--- src/rtl/result_display.sv ---
// Latches a binary result, converts it to BCD by double-dabble (one shift per
// cycle) and scans it onto a common-anode 7-segment display. Option: LEADING_ZERO_BLANK_EN.
module result_display #(
    parameter int VALUE_W  = 32,
    parameter int DIGITS   = 4,
    parameter int SCAN_DIV = 50000
) (
    input  logic               clk,
    input  logic               rst_n,
    input  logic [VALUE_W-1:0] value,
    input  logic               load,
    output logic               busy,
    output logic               done,
    output logic               ovf,
    output logic [DIGITS-1:0]  an,
    output logic [6:0]         seg
);
    localparam int BCD_W = 4 * DIGITS;
    localparam int CNT_W = $clog2(VALUE_W + 1);
    localparam int SC_W  = $clog2(SCAN_DIV + 1);
    localparam int IDX_W = $clog2(DIGITS + 1);

    function automatic longint unsigned pow10(input int n);
        longint unsigned p;
        p = 64'd1;
        for (int i = 0; i < n; i++) p = p * 64'd10;
        return p;
    endfunction

    localparam longint unsigned LIMIT = pow10(DIGITS);

    typedef enum logic [1:0] {S_IDLE, S_CHECK, S_CONV, S_SHOW} state_t;

    state_t             r_state, w_state_nxt;
    logic [VALUE_W-1:0] r_shift;
    logic [BCD_W-1:0]   r_bcd, w_bcd_adj;
    logic [CNT_W-1:0]   r_cnt;
    logic               r_ovf_pend, r_ovf;
    logic [BCD_W-1:0]   r_digits;
    logic [DIGITS-1:0]  r_blank, w_blank;
    logic [SC_W-1:0]    r_scan_cnt;
    logic [IDX_W-1:0]   r_idx;
    logic               r_scan_en;
    logic               w_too_big;
    logic [3:0]         w_nib;

    assign w_too_big = 64'(r_shift) >= LIMIT;

    always_ff @(posedge clk or negedge rst_n) begin
        if (!rst_n) r_state <= S_IDLE;
        else        r_state <= w_state_nxt;
    end

    always_comb begin
        w_state_nxt = r_state;
        busy        = 1'b0;
        done        = 1'b0;
        case (r_state)
            S_IDLE:  if (load) w_state_nxt = S_CHECK;
            S_CHECK: begin
                busy        = 1'b1;
                w_state_nxt = w_too_big ? S_SHOW : S_CONV;
            end
            S_CONV: begin
                busy = 1'b1;
                if (r_cnt == CNT_W'(1)) w_state_nxt = S_SHOW;
            end
            S_SHOW: begin
                done        = 1'b1;
                w_state_nxt = S_IDLE;
            end
            default: w_state_nxt = S_IDLE;
        endcase
    end

    always_comb begin
        w_bcd_adj = r_bcd;
        for (int i = 0; i < DIGITS; i++) begin
            if (r_bcd[4*i +: 4] >= 4'd5) w_bcd_adj[4*i +: 4] = r_bcd[4*i +: 4] + 4'd3;
        end
    end

`ifdef LEADING_ZERO_BLANK_EN
    // A digit is blank when it and every more significant digit are zero.
    always_comb begin
        logic w_lead;
        w_lead  = 1'b1;
        w_blank = '0;
        for (int i = DIGITS - 1; i >= 1; i--) begin
            w_lead     = w_lead & (r_bcd[4*i +: 4] == 4'd0);
            w_blank[i] = w_lead;
        end
    end
`else
    assign w_blank = '0;
`endif

    always_ff @(posedge clk or negedge rst_n) begin
        if (!rst_n) begin
            r_shift    <= '0;
            r_bcd      <= '0;
            r_cnt      <= '0;
            r_ovf_pend <= 1'b0;
            r_ovf      <= 1'b0;
            r_digits   <= '0;
            r_blank    <= '0;
        end else begin
            case (r_state)
                S_IDLE:  if (load) r_shift <= value;
                S_CHECK: begin
                    r_ovf_pend <= w_too_big;
                    r_bcd      <= '0;
                    r_cnt      <= CNT_W'(VALUE_W);
                end
                S_CONV: begin
                    r_bcd   <= {w_bcd_adj[BCD_W-2:0], r_shift[VALUE_W-1]};
                    r_shift <= r_shift << 1;
                    r_cnt   <= r_cnt - 1'b1;
                end
                S_SHOW: begin
                    // On overflow the old digits stay; the dash glyph overrides them.
                    r_ovf <= r_ovf_pend;
                    if (!r_ovf_pend) begin
                        r_digits <= r_bcd;
                        r_blank  <= w_blank;
                    end
                end
                default: ;
            endcase
        end
    end

    always_ff @(posedge clk or negedge rst_n) begin
        if (!rst_n) begin
            r_scan_cnt <= '0;
            r_idx      <= '0;
            r_scan_en  <= 1'b0;
        end else begin
            r_scan_en <= 1'b1;
            if (r_scan_cnt == SC_W'(SCAN_DIV - 1)) begin
                r_scan_cnt <= '0;
                r_idx      <= (r_idx == IDX_W'(DIGITS - 1)) ? '0 : r_idx + 1'b1;
            end else begin
                r_scan_cnt <= r_scan_cnt + 1'b1;
            end
        end
    end

    assign ovf   = r_ovf;
    assign w_nib = r_digits[int'(r_idx)*4 +: 4];
    assign an    = r_scan_en ? ~(DIGITS'(1) << r_idx) : '1;

    always_comb begin
        seg = 7'h7F;
        if (r_scan_en) begin
            if (r_ovf)                seg = 7'b0111111;
            else if (r_blank[r_idx])  seg = 7'h7F;
            else begin
                case (w_nib)
                    4'd0:    seg = 7'h40;
                    4'd1:    seg = 7'h79;
                    4'd2:    seg = 7'h24;
                    4'd3:    seg = 7'h30;
                    4'd4:    seg = 7'h19;
                    4'd5:    seg = 7'h12;
                    4'd6:    seg = 7'h02;
                    4'd7:    seg = 7'h78;
                    4'd8:    seg = 7'h00;
                    4'd9:    seg = 7'h10;
                    default: seg = 7'h7F;
                endcase
            end
        end
    end
endmodule

--- config.mk ---
export PLATFORM = sky130hd
export DESIGN_NAME = result_display
export DESIGN_NICKNAME = d
export VERILOG_FILES = /design/src/rtl/result_display.sv
export SDC_FILE = /design/constraint.sdc
export NUM_CORES = 1
export LEC_CHECK = 0
export BUFFER_PORTS_ARGS = -buffer_cell sky130_fd_sc_hd__buf_4
export CAP_MARGIN = 5
export CELL_PAD_IN_SITES_DETAIL_PLACEMENT = 1
export CELL_PAD_IN_SITES_GLOBAL_PLACEMENT = 2
export CORE_UTILIZATION = 38
export DETAILED_ROUTE_END_ITERATION = 8
export PLACE_DENSITY = 0.88
export RECOVER_POWER = 100
export SLEW_MARGIN = 20
export SYNTH_ARGS = -nofsm -noshare
export SYNTH_HDL_FRONTEND = slang
export SYNTH_SLANG_ARGS = --single-unit
--- constraint.sdc ---
create_clock -name clk -period 2.7 [get_ports clk]
set_input_delay 0.675 -clock clk [delete_from_list [all_inputs] [get_ports clk]]
set_output_delay 0.675 -clock clk [all_outputs]
set_load 0.03 [all_outputs]
==> reports/results.tsv <==
metric	value	unit
nets	602	
cell count after placement	695	
final worst path period share	107	%
top-area cell type share of the netlist area	48.3	%
Area Overhead vs Synth	19.6	%
layout cells sized above 1	18.4	%
initial core utilization	39.7	%
Pwr Total	5.19	mW
Crit. End Element	output port	
worst reg-to-reg setup slack	0.11	ns
GP Congestion	0.749	
Synth Warn #	0	
Finished Core Util	47.5	%
Die ar.	13300	sq um
ANT nets after route	0	
die span in x	115	microns
clock buffer depth	2	
Critical R2R Launch	r_state[0]	
post-synthesis cell type count	46	
Worst-Margin Slew	1.09	ns
Mapped Cells	488	
wirelength, routed	11200	microns
CTS HTree Levels	3	
first-pass GRT wire length	19200	microns
dpl hpwl	7950	microns
Final Hold Fails	0	
cells on worst reg2reg path	5	
Critical Path Start	r_idx[0]	
DR iter-0 viols	104	
Max transition margin	27.2	%
Cell Count, Final, Fillers Out	716	
Psw	1.94	mW
Die Y	115	microns
GR Overflow Total	0	
RSZ-0062 raised after global routing	yes	
I/O pin count	49	
cell taking the most area after synthesis	dfrtp_1	
CP Max Fanout	3	
clk sink count	94	
synthesized area per cell	9.98	sq um
Tot GR Track Use	18.7	%
I/O Buffers	48	
share of total power in combinational logic	35.6	%
Tmin final	2.89	ns
DRC	0	
Avg WL per Cell	15.7	microns
number of global-route vias before repair	3961	
Sw Ratio	37.4	%
Syn Nets	547	
internal power	3.25	mW
Worst VDD drop	0.525	mV
clk_skew	0.00595	ns
CTS hold repair buffers	0	
largest net degree at the start of global routing	39	
core box area	12300	sq um
CTS tree	built	
Critical Path Start Type	flip-flop	
Pwr Density	890	nW/um^2
Post-Syn Area	4870	sq um
post-route setup slack	-0.192	ns
Reg power frac	37.8	%
f_max	0.346	GHz
WP data required	2.03	ns
WP data arrival	2.22	ns
sequential-to-total area share from yosys stat	48.3	%
WS Path Type	reg -> out	
R2R Path End	r_shift[14]	
CTS clk-pin slew, worst paths	0.06	ns
HP Class	in -> async	
row cnt	40	
TritonCTS buffer count	9	
via count	3730	
TritonRoute pass-1 iters	4	
dominant cells by area after synthesis	dfrtp_1 (48%), o21ai_0 (8.1%), mux2i_1 (8.0%), ha_1 (6.2%), nand2_1 (5.0%)	
final antenna diode count	0	
Clk Latency, worst-skew pair	0.35	ns
violated checks	negative setup slack	
Synth Register Bits	94	
root buffer cell	clkbuf_16	
clock power share	26.5	%
antenna violations before repair	0	
fin. max-slew vios	0	
mean number of vias per cell	5.21	
outcome	complete, but fails checks	
leakage	2.55	nW
Max Cap Viol	0	
Setup crit end	seg[4]	
Final setup viols	7	
[flip-flops by register name (all words and copies together), names as in the netlist]
name / flops
ovf: 1
r_bcd: 16
r_cnt: 6
r_digits: 16
r_idx: 3
r_ovf_pend: 1
r_scan_cnt: 16
r_scan_en: 1
r_shift: 32
r_state: 2
[timing repair]
item / 4_1_cts / 5_1_grt
gates resized for setup: 21 / 4
hold endpoints to repair: 0 / 0
setup endpoints to repair: 7 / 7
pin swaps: 6 / 2
cloned: 0 / 0
buffers inserted: 4 / 1
[routing by layer]
| layer | up-vias | global-route usage (%) | wire length [microns] |
|---|---|---|---|
| li1 | 1801 | - | - |
| met3 | 19 | 3.64 | 317 |
| met2 | 50 | 32.2 | 5720 |
| met1 | 1860 | 22.8 | 4950 |
| met5 | - | 0 | 0 |
| met4 | 0 | 8.31 | 257 |
[cell usage in the layout, fill, tap and decap left out, types with 11 or more instances in the layout]
cell type / count
nand3_1: 13
nand2_1: 63
mux2i_1: 37
clkbuf_1: 11
ha_1: 20
inv_1: 30
buf_4: 47
o21ai_0: 73
a21oi_1: 11
dfrtp_1: 93
nor2_1: 13
xnor2_1: 13
[worst min path at each step]
stage | start | depth (start not counted) | end
6_report | rst_n | 1 | r_cnt[3]
5_1_grt | r_scan_cnt[15] | 1 | r_scan_cnt[15]
4_1_cts | rst_n | 1 | r_bcd[9]
3_5_place_dp | r_scan_cnt[15] | 1 | r_scan_cnt[15]
3_3_place_gp | r_scan_cnt[15] | 1 | r_scan_cnt[15]
2_1_floorplan | rst_n | 0 | ovf
[metrics by stage]
| stage | hold WS (ns) | cell area (sq um) | setup TNS, ns | setup WS (ns) |
|---|---|---|---|---|
| finish | 0.475 | 5830 | -0.788 | -0.192 |
| global route | 0.515 | 5830 | -3.55 | -0.272 |
| CTS | 0.318 | 5900 | -0.962 | -0.201 |
| detailed placement | 0.473 | 5480 | 0 | 0.0314 |
| global placement | 0.455 | 5480 | 0 | 0.116 |
| floorplan | 0.379 | 4890 | -0.120 | -0.0944 |
[power groups by stage]
stage,sequential (mW),clock [mW],combinational (mW)
finish,1.96,1.38,1.85
global route,2.01,1.48,2.09
CTS,1.97,1.43,1.93
detailed placement,1.99,0,1.89
global placement,1.97,0,1.79
floorplan,1.92,0,1.35
[cell families after synthesis]
family                     after synthesis  synth area share (%)
DFF                                     94                  48.3
buffers and inverters                   54                  4.37
other                                    1                0.0770
and+or+nand+nor                        138                  14.3
muxes                                   49                  11.2
xor gates and xnor gates                19                  3.42
AOI/OAI and AO/OA                      109                  12.2
adders and majority gates               24                  6.16
[synth_stat cells, drive strengths merged]
cell type and count:
o311ai 1, o22ai 8, mux2 6, or3 3, o221ai 1, nor2 13
conb 1, nand4 2, a21oi 12, nand2b 8, buf 5, inv 34
xnor2 13, or4b 1, nand3 13, o21a 1, nand3b 2, ha 24
xor2 6, nor3 9, a211oi 1, nor2b 3, and4 1, dfrtp 94
and2 2, or4 2, or4bb 2, o32ai 3, nor4 6, mux4 4
mux2i 39, nand2 65, o211a 1, clkbuf 15, o211ai 1, o31a 1
o21ai 79, and3 6
[worst max-delay path, cell delays in order (launching register included)]
cell and delay, ns:
dfrtp_2 0.41, mux4_2 0.53, and2_4 0.20, inv_4 0.06
ha_4 0.12, inv_2 0.03, o211ai_1 0.20, o311ai_2 0.13
buf_4 0.19
[cell type report]
cell class / count / area, sq um
well taps: 168 / 210
inverters: 34 / 130
flip-flops and latches: 94 / 2350
clock buffers: 9 / 225
fillers: 1390 / 6430
clock inverters: 7 / 97.6
repair buffers: 64 / 443
multi-input cells: 340 / 2370
No activity file was read; power rests on OpenSTA's default activity.
